--- src/rtl/ptcalc_mul_arb_pkg.sv ---
// Shared constants, id-width helper and pipeline-stage record for the shared multiplier arbiter.
package ptcalc_mul_arb_pkg;

    localparam int NUM_REQ_DEF     = 4;
    localparam int MUL_LATENCY_DEF = 3;
    localparam int A_WIDTH_DEF     = 19;
    localparam int B_WIDTH_DEF     = 12;
    localparam int ID_W_MAX        = 3;

    function automatic int id_width(input int n);
        int w;
        w = 1;
        while ((1 << w) < n) w = w + 1;
        return w;
    endfunction

    // Sideband travelling alongside each operand/product; an empty stage carries id=0.
    typedef struct packed {
        logic                valid;
        logic [ID_W_MAX-1:0] id;
    } stage_ctrl_t;

endpackage

--- src/rtl/ptcalc_mul_arb_pipe.sv ---
// Enable-gated signed multiplier: operand stage, MUL_LATENCY product stages (last one is the output register).
module ptcalc_mul_arb_pipe
    import ptcalc_mul_arb_pkg::*;
#(
    parameter int MUL_LATENCY = MUL_LATENCY_DEF,
    parameter int A_WIDTH     = A_WIDTH_DEF,
    parameter int B_WIDTH     = B_WIDTH_DEF,
    parameter int P_WIDTH     = A_WIDTH_DEF + B_WIDTH_DEF,
    parameter int ID_W        = 2
) (
    input  logic                      clk,
    input  logic                      rst_n,
    input  logic                      in_valid,
    input  logic [ID_W-1:0]           in_id,
    input  logic signed [A_WIDTH-1:0] in_a,
    input  logic signed [B_WIDTH-1:0] in_b,
    input  logic                      res_ready,
    output logic                      en,
    output logic                      res_valid,
    output logic [ID_W-1:0]           res_id,
    output logic [P_WIDTH-1:0]        res_p,
    output logic                      busy
);

    stage_ctrl_t               op_ctrl_q, op_ctrl_d;
    logic signed [A_WIDTH-1:0] op_a_q, op_a_d;
    logic signed [B_WIDTH-1:0] op_b_q, op_b_d;
    stage_ctrl_t               mul_ctrl_q [MUL_LATENCY];
    stage_ctrl_t               mul_ctrl_d [MUL_LATENCY];
    logic signed [P_WIDTH-1:0] mul_p_q [MUL_LATENCY];
    logic signed [P_WIDTH-1:0] mul_p_d [MUL_LATENCY];

    assign en        = ~mul_ctrl_q[MUL_LATENCY-1].valid | res_ready;
    assign res_valid = mul_ctrl_q[MUL_LATENCY-1].valid;
    assign res_id    = mul_ctrl_q[MUL_LATENCY-1].id[ID_W-1:0];
    assign res_p     = mul_p_q[MUL_LATENCY-1];

    always_comb begin
        op_ctrl_d  = op_ctrl_q;
        op_a_d     = op_a_q;
        op_b_d     = op_b_q;
        mul_ctrl_d = mul_ctrl_q;
        mul_p_d    = mul_p_q;
        if (en) begin
            op_ctrl_d.valid = in_valid;
            op_ctrl_d.id    = in_valid ? ID_W_MAX'(in_id) : '0;
            op_a_d          = in_a;
            op_b_d          = in_b;
            mul_ctrl_d[0]   = op_ctrl_q;
            mul_p_d[0]      = P_WIDTH'(op_a_q) * P_WIDTH'(op_b_q);
            for (int s = 1; s < MUL_LATENCY; s++) begin
                mul_ctrl_d[s] = mul_ctrl_q[s-1];
                mul_p_d[s]    = mul_p_q[s-1];
            end
        end
    end

    // Empty stages hold an all-zero record, so any nonzero record means occupied.
    always_comb begin
        busy = (op_ctrl_q != '0);
        for (int s = 0; s < MUL_LATENCY; s++) begin
            busy = busy | (mul_ctrl_q[s] != '0);
        end
    end

    always_ff @(posedge clk or negedge rst_n) begin
        if (!rst_n) begin
            op_ctrl_q <= '0;
            op_a_q    <= '0;
            op_b_q    <= '0;
            for (int s = 0; s < MUL_LATENCY; s++) begin
                mul_ctrl_q[s] <= '0;
                mul_p_q[s]    <= '0;
            end
        end else begin
            op_ctrl_q <= op_ctrl_d;
            op_a_q    <= op_a_d;
            op_b_q    <= op_b_d;
            for (int s = 0; s < MUL_LATENCY; s++) begin
                mul_ctrl_q[s] <= mul_ctrl_d[s];
                mul_p_q[s]    <= mul_p_d[s];
            end
        end
    end

endmodule

--- src/rtl/ptcalc_mul_arbiter.sv ---
// Arbiter sharing one pipelined signed multiplier among NUM_REQ requesters.
// PTCALC_MUL_ARB_RR_EN defined: round-robin pointer; undefined: fixed priority, lowest index wins.
module ptcalc_mul_arbiter
    import ptcalc_mul_arb_pkg::*;
#(
    parameter int NUM_REQ     = NUM_REQ_DEF,
    parameter int MUL_LATENCY = MUL_LATENCY_DEF,
    parameter int A_WIDTH     = A_WIDTH_DEF,
    parameter int B_WIDTH     = B_WIDTH_DEF,
    parameter int P_WIDTH     = A_WIDTH + B_WIDTH
) (
    input  logic                         ap_clk,
    input  logic                         ap_rst_n,
    input  logic [NUM_REQ-1:0]           req_valid,
    output logic [NUM_REQ-1:0]           req_ready,
    input  logic [NUM_REQ*A_WIDTH-1:0]   req_a,
    input  logic [NUM_REQ*B_WIDTH-1:0]   req_b,
    output logic                         res_valid,
    input  logic                         res_ready,
    output logic [id_width(NUM_REQ)-1:0] res_id,
    output logic [P_WIDTH-1:0]           res_p,
    output logic                         busy
);

    localparam int ID_W = id_width(NUM_REQ);

    logic                      en;
    logic                      gnt_any;
    logic                      gnt_go;
    logic [ID_W-1:0]           gnt_idx;
    logic signed [A_WIDTH-1:0] sel_a;
    logic signed [B_WIDTH-1:0] sel_b;

`ifdef PTCALC_MUL_ARB_RR_EN
    logic [ID_W-1:0]    ptr_q, ptr_d;
    logic [ID_W-1:0]    gnt_off;
    logic [ID_W:0]      idx_sum;
    logic [NUM_REQ-1:0] req_rot;

    // Rotate so bit 0 is the requester at ptr; the lowest set bit is the winner.
    always_comb begin
        gnt_any = 1'b0;
        gnt_off = '0;
        req_rot = NUM_REQ'({req_valid, req_valid} >> ptr_q);
        for (int off = NUM_REQ - 1; off >= 0; off--) begin
            if (req_rot[off]) begin
                gnt_any = 1'b1;
                gnt_off = ID_W'(off);
            end
        end
        idx_sum = {1'b0, ptr_q} + {1'b0, gnt_off};
        gnt_idx = (idx_sum >= (ID_W+1)'(NUM_REQ)) ? ID_W'(idx_sum - (ID_W+1)'(NUM_REQ))
                                                  : idx_sum[ID_W-1:0];
    end

    always_comb begin
        ptr_d = ptr_q;
        if (gnt_go) begin
            ptr_d = (gnt_idx == ID_W'(NUM_REQ - 1)) ? '0 : gnt_idx + ID_W'(1);
        end
    end

    always_ff @(posedge ap_clk or negedge ap_rst_n) begin
        if (!ap_rst_n) begin
            ptr_q <= '0;
        end else begin
            ptr_q <= ptr_d;
        end
    end
`else
    always_comb begin
        gnt_any = 1'b0;
        gnt_idx = '0;
        for (int i = NUM_REQ - 1; i >= 0; i--) begin
            if (req_valid[i]) begin
                gnt_any = 1'b1;
                gnt_idx = ID_W'(i);
            end
        end
    end
`endif

    // Grants are withheld in reset and while the output register is stalled.
    assign gnt_go = gnt_any & en & ap_rst_n;

    always_comb begin
        req_ready = '0;
        sel_a     = '0;
        sel_b     = '0;
        for (int i = 0; i < NUM_REQ; i++) begin
            if (gnt_idx == ID_W'(i)) begin
                req_ready[i] = gnt_go;
                sel_a        = req_a[i*A_WIDTH +: A_WIDTH];
                sel_b        = req_b[i*B_WIDTH +: B_WIDTH];
            end
        end
    end

    ptcalc_mul_arb_pipe #(
        .MUL_LATENCY (MUL_LATENCY),
        .A_WIDTH     (A_WIDTH),
        .B_WIDTH     (B_WIDTH),
        .P_WIDTH     (P_WIDTH),
        .ID_W        (ID_W)
    ) u_pipe (
        .clk       (ap_clk),
        .rst_n     (ap_rst_n),
        .in_valid  (gnt_go),
        .in_id     (gnt_idx),
        .in_a      (sel_a),
        .in_b      (sel_b),
        .res_ready (res_ready),
        .en        (en),
        .res_valid (res_valid),
        .res_id    (res_id),
        .res_p     (res_p),
        .busy      (busy)
    );

endmodule

--- config.mk ---
export PLATFORM = sky130hd
export DESIGN_NAME = ptcalc_mul_arbiter
export DESIGN_NICKNAME = d
export VERILOG_FILES = /design/src/rtl/ptcalc_mul_arb_pkg.sv /design/src/rtl/ptcalc_mul_arb_pipe.sv /design/src/rtl/ptcalc_mul_arbiter.sv
export SDC_FILE = /design/constraint.sdc
export NUM_CORES = 1
export LEC_CHECK = 0
export ABC_AREA = 0
export CAP_MARGIN = 20
export CORE_MARGIN = 3
export CORE_UTILIZATION = 40
export DETAILED_ROUTE_END_ITERATION = 10
export MAX_ROUTING_LAYER = met4
export RECOVER_POWER = 50
export SLEW_MARGIN = 20
export SYNTH_ARGS = -nofsm -noshare
export SYNTH_HDL_FRONTEND = slang
export SYNTH_SLANG_ARGS = --single-unit
--- constraint.sdc ---
create_clock -name ap_clk -period 12.6 [get_ports ap_clk]
set_input_delay 3.78 -clock ap_clk [delete_from_list [all_inputs] [get_ports ap_clk]]
set_output_delay 3.78 -clock ap_clk [all_outputs]
set_load 0.02 [all_outputs]
; ---- Yosys cells after proc, flatten, opt, wreduce, memory -nomap -nowiden
; Cells that the tools add are included.
; W data, S select, Z words.
[op_classes]
eq_ne = 3
n_mux = 21
n_reduce_logical = 5
multipliers = 1
n_bitwise = 7
[ops]
columns = operator, n
row1 = $mux W19, 4
row2 = $mux W12, 4
row3 = $mul A19 B12 Y31, 1
row4 = $reduce_bool A4 Y1, 4
row5 = $mux W2, 5
row6 = $mux W1, 8
row7 = $eq A2 B2 Y1 const B, 2
row8 = $or A1 B1 Y1, 4
row9 = $and A1 B1 Y1, 2
row10 = $eq A2 B1 Y1 const B, 1
row11 = $logic_not A2 Y1, 1
row12 = $not A1 Y1, 1
[totals]
input_bits = 131
ff_bits = 140
out_inout_bits = 39

; ---- Longest topological paths before layout
[depth]
word_depth = 9
mapped_depth = 22
ltp_nobuf = 20

; ---- Hierarchy
; A second synthesis with hierarchy kept.
[unflattened]
hier_cells = 1727
area_unflattened_um2 = 14883.0
[by_module_without_submodules]
columns = module, area_per_inst_um2, seq_area_each_um2, n_inst, cells_per_inst
row1 = ptcalc_mul_arb_pipe, 13494.2, 3403.3, 1, 1529
row2 = ptcalc_mul_arbiter, 1388.8, 0.0, 1, 198

; ---- Worst setup path before layout
; OpenSTA, ideal clock, no wires.
[synth_timing]
kind = input to output
startpoint = input req_valid[1]
endpoint = output req_ready[1]
setup_slack_ps = 3944
n_path_buf = 2
t_arrival_ps = 4876
t_required_ps = 8820
cell_stages = 3
cell_sequence = clkbuf_1 > clkbuf_1 > nor3b_1
[synth_via]
elab_chain_len = 5
word_cells_on_any_way = 8
[synth_lines]
columns = item, line_no
row1 = start: declaration, ptcalc_mul_arbiter.sv:14  ; input logic [NUM_REQ-1:0] req_valid,
row2 = $mux W1 (2 in a row), ptcalc_mul_arbiter.sv:75  ; if (req_valid[i]) begin
row3 = $and A1 B1 Y1 (2 in a row), ptcalc_mul_arbiter.sv:84  ; assign gnt_go = gnt_any & en & ap_rst_n;
row4 = $mux W1 *, ptcalc_mul_arbiter.sv:91  ; if (gnt_idx == ID_W'(i)) begin
row5 = end: declaration, ptcalc_mul_arbiter.sv:15  ; output logic [NUM_REQ-1:0] req_ready,
; Mark *: on every way between the ends. The rest lies on a longest branch, timed or not.

; ---- Worst setup path in the final report
[layout_timing]
startpoint = input res_ready
endpoint = output req_ready[1]
[layout_via]
elab_chain_len = 4
[layout_lines]
columns = item, line_no
row1 = start: declaration, ptcalc_mul_arbiter.sv:19  ; input logic res_ready,
row2 = $or A1 B1 Y1, ptcalc_mul_arb_pipe.sv:33  ; assign en = ~mul_ctrl_q[MUL_LATENCY-1].valid | res_ready;
row3 = $and A1 B1 Y1 (2 in a row), ptcalc_mul_arbiter.sv:84
row4 = $mux W1, ptcalc_mul_arbiter.sv:91
; No other way between the ends.

==> metrics.cfg <==
[yosys]
synth_edf_count = 0
yosysWarnings = 0
synth_ff_type = dfrtp_1
avgSynthCellArea_um2 = 8.48
synth_top_area_share_pct = 28.9
synthMuxAreaShare_pct = 2.09
syn_area_mm2 = 0.0144
synthSimpleGateAreaFrac_pct = 18.7
ys_seq_area_share_pct = 23.6
synthArstFlopShare_pct = 100
ys_seq_elements = 136
synth_xor_xnor_area_share_pct = 1.89
yosysUniqueCellTypes = 47
synth-adder-area-share_pct = 34.6
synth_top_family_by_area = adder cells
syn_nets = 2102
syn_inst = 1698
yosysTopAreaCell = fa_1
yosys-top-cells-area = fa_1 29%, dfrtp_1 24%, nand2_1 12%
synth_compound_area_share_pct = 8.45

[clock_network]
htreeDepth = 4
cts_root_buf = clkbuf_16
clock-sinks = 136
numCtsBuffers = 17
post_cts_resized = 0
clk_latency_ns = 0.42
holdBufCountCts = 0
clk_pin_slew_ns = 0.06
ctsLongestPathBuffers = 2
post_cts_buffers = 0
cts_tree = done

[min_path]
hp-start = u_pipe.res_p[9]
holdPathStages = 2
hold_path_class = reg2reg
whs_endpoint = u_pipe.res_p[9]

[finish]
final_layout_size_suffix_gt1_share_pct = 2.59
finalNonFillerCells = 2231
finalNetCount = 2167
mostFrequentLayoutCells = 457 x nand2_1, 243 x inv_1, 208 x fa_1
regArea_mm2 = 0.00340
multi_input_area_mm2 = 0.00947
n_fill_cell = 3397
area_growth_pct = 15.7
antenna_cells = 0
final_common_cell = nand2_1

[routing]
first_pass_iters = 5
drc = 0
wl_per_cell_um = 15.3
drt_iter0_drc = 498
via_per_inst = 4.89
via_count = 10900
totalWireLength_um = 34100
ant_nets = 0

[worst_setup_path]
end_kind = primary output
r2r_cells = 18
r2r_slack_ns = 6.40
r2r_end = u_pipe.mul_p_q[91]
path_class = in2out
reg2reg_from = u_pipe.op_b_q[11]
critPathLaunchType = input port
arrival_ns = 6.42
path_max_fanout = 26
required_ns = 8.82

[floorplan]
core_area_mm2 = 0.0350
die_x_um = 196
die_h_um = 196
dieArea_mm2 = 0.0383
io_pins = 170
rows = 68
start_util_pct = 41.2

[global_route]
grt_overflow = 0
grt_pass1_vias = 11500
grt_usage_pct = 18.9
grt_first_pass_wirelength_um = 58000
grt_antenna_before_repair = 0
grt_max_degree = 93

[run]
drv_cap = 1

[sta]
slew_headroom_pct = -140
rsz0062_at_grt = no
tns_ns = 0
fin_skew_ns = 0.0126
timing.fmax_mhz = 98.0
setup-violations-final = 0
min_period_ns = 10.20
worstMarginPinSlew_ns = 3.60
maxSlewViolCount = 71
finalCritPeriodShare_pct = 81.0
hold_viol = 0

[place]
place_congestion = 0.821
dp_hpwl_um = 26500
io_buffers = 169
dp_cells = 2199

[status]
violations = capacitance limit, slew limit
status = complete, but fails checks

==> kinds of logic after synthesis <==
group | Yosys count
compound gates | 210
xor+xnor | 31
fa+ha+maj | 273
buf+inv | 374
flops | 136
mux | 30
simple gates | 644
==> per-stage QoR <==
step | utilization [%] | hold slack, ns | setup slack [ns] | area (µm²)
global placement | 46.1 | 0.449 | 2.35 | 16100
finish | 47.6 | 0.462 | 2.40 | 16700
detailed placement | 46.1 | 0.455 | 2.34 | 16100
global route | 47.6 | 0.489 | 2.15 | 16700
floorplan | - | 0.439 | 3.94 | 14400
CTS | 47.7 | 0.467 | 2.32 | 16700
==> cell usage after synthesis, types with 3 or more instances <==
master	instances
fa_1	208
nand3_1	5
o21ai_0	83
dfrtp_1	136
a21oi_1	75
a31oi_1	3
o221ai_1	14
a211oi_1	3
nand2b_1	10
and3_1	5
nand2_1	457
nor4_1	3
and2_1	72
xor2_1	14
a21o_1	9
nor2b_1	6
o211ai_1	4
mux2i_1	30
buf_4	35
ha_1	65
o31ai_1	3
buf_1	5
o21a_1	3
xnor2_1	17
nor2_1	77
clkbuf_1	89
inv_1	243
==> final cells by class <==
class                           instances  area share [%]
Multi-Input combinational cell       1188            56.8
Clock inverter                         14           0.766
Clock buffer                           18            2.64
Tap cell                              455            3.42
Timing Repair Buffer                  176            10.4
Inverter                              244            5.50
Sequential cell                       136            20.4
==> how the worst max path moves through the flow <==
stage / from / endpoint / slack, ns / cells past startpoint
finish: res_ready / req_ready[1] / 2.40 / 5
global route: res_ready / req_ready[1] / 2.15 / 5
CTS: req_valid[1] / req_ready[2] / 2.32 / 5
detailed placement: req_valid[1] / req_ready[2] / 2.34 / 5
global placement: req_valid[1] / req_ready[2] / 2.35 / 5
floorplan: req_valid[1] / req_ready[1] / 3.94 / 3
==> registers in the layout, summed over array words and instances (netlist names) <==
register	flops
u_pipe.mul_p_q	62
u_pipe.res_p	31
u_pipe.op_a_q	19
u_pipe.op_b_q	12
u_pipe.mul_ctrl_q	6
u_pipe.op_ctrl_q	3
u_pipe.res_id	2
u_pipe.res_valid	1
==> critical path, stage by stage <==
cell and delay (ns):
dlygate4sd3_1 0.60, nand2b_1 0.82, nand2_1 0.26, nor3b_1 0.29
clkdlybuf4s50_1 0.66
==> routing by layer <==
metal | share of wire, % | vias up | global-route usage (%)
met5 | 0 | - | -
met1 | 47 | 5324 | 26.2
met3 | 5.0 | 29 | 2.89
met2 | 47 | 266 | 30.2
met4 | 1.0 | 0 | 3.35
li1 | - | 5285 | -
Power is left out: the tool's default activity adds up to more than one toggle a clock period on the data nets, which glitch-free logic cannot reach.
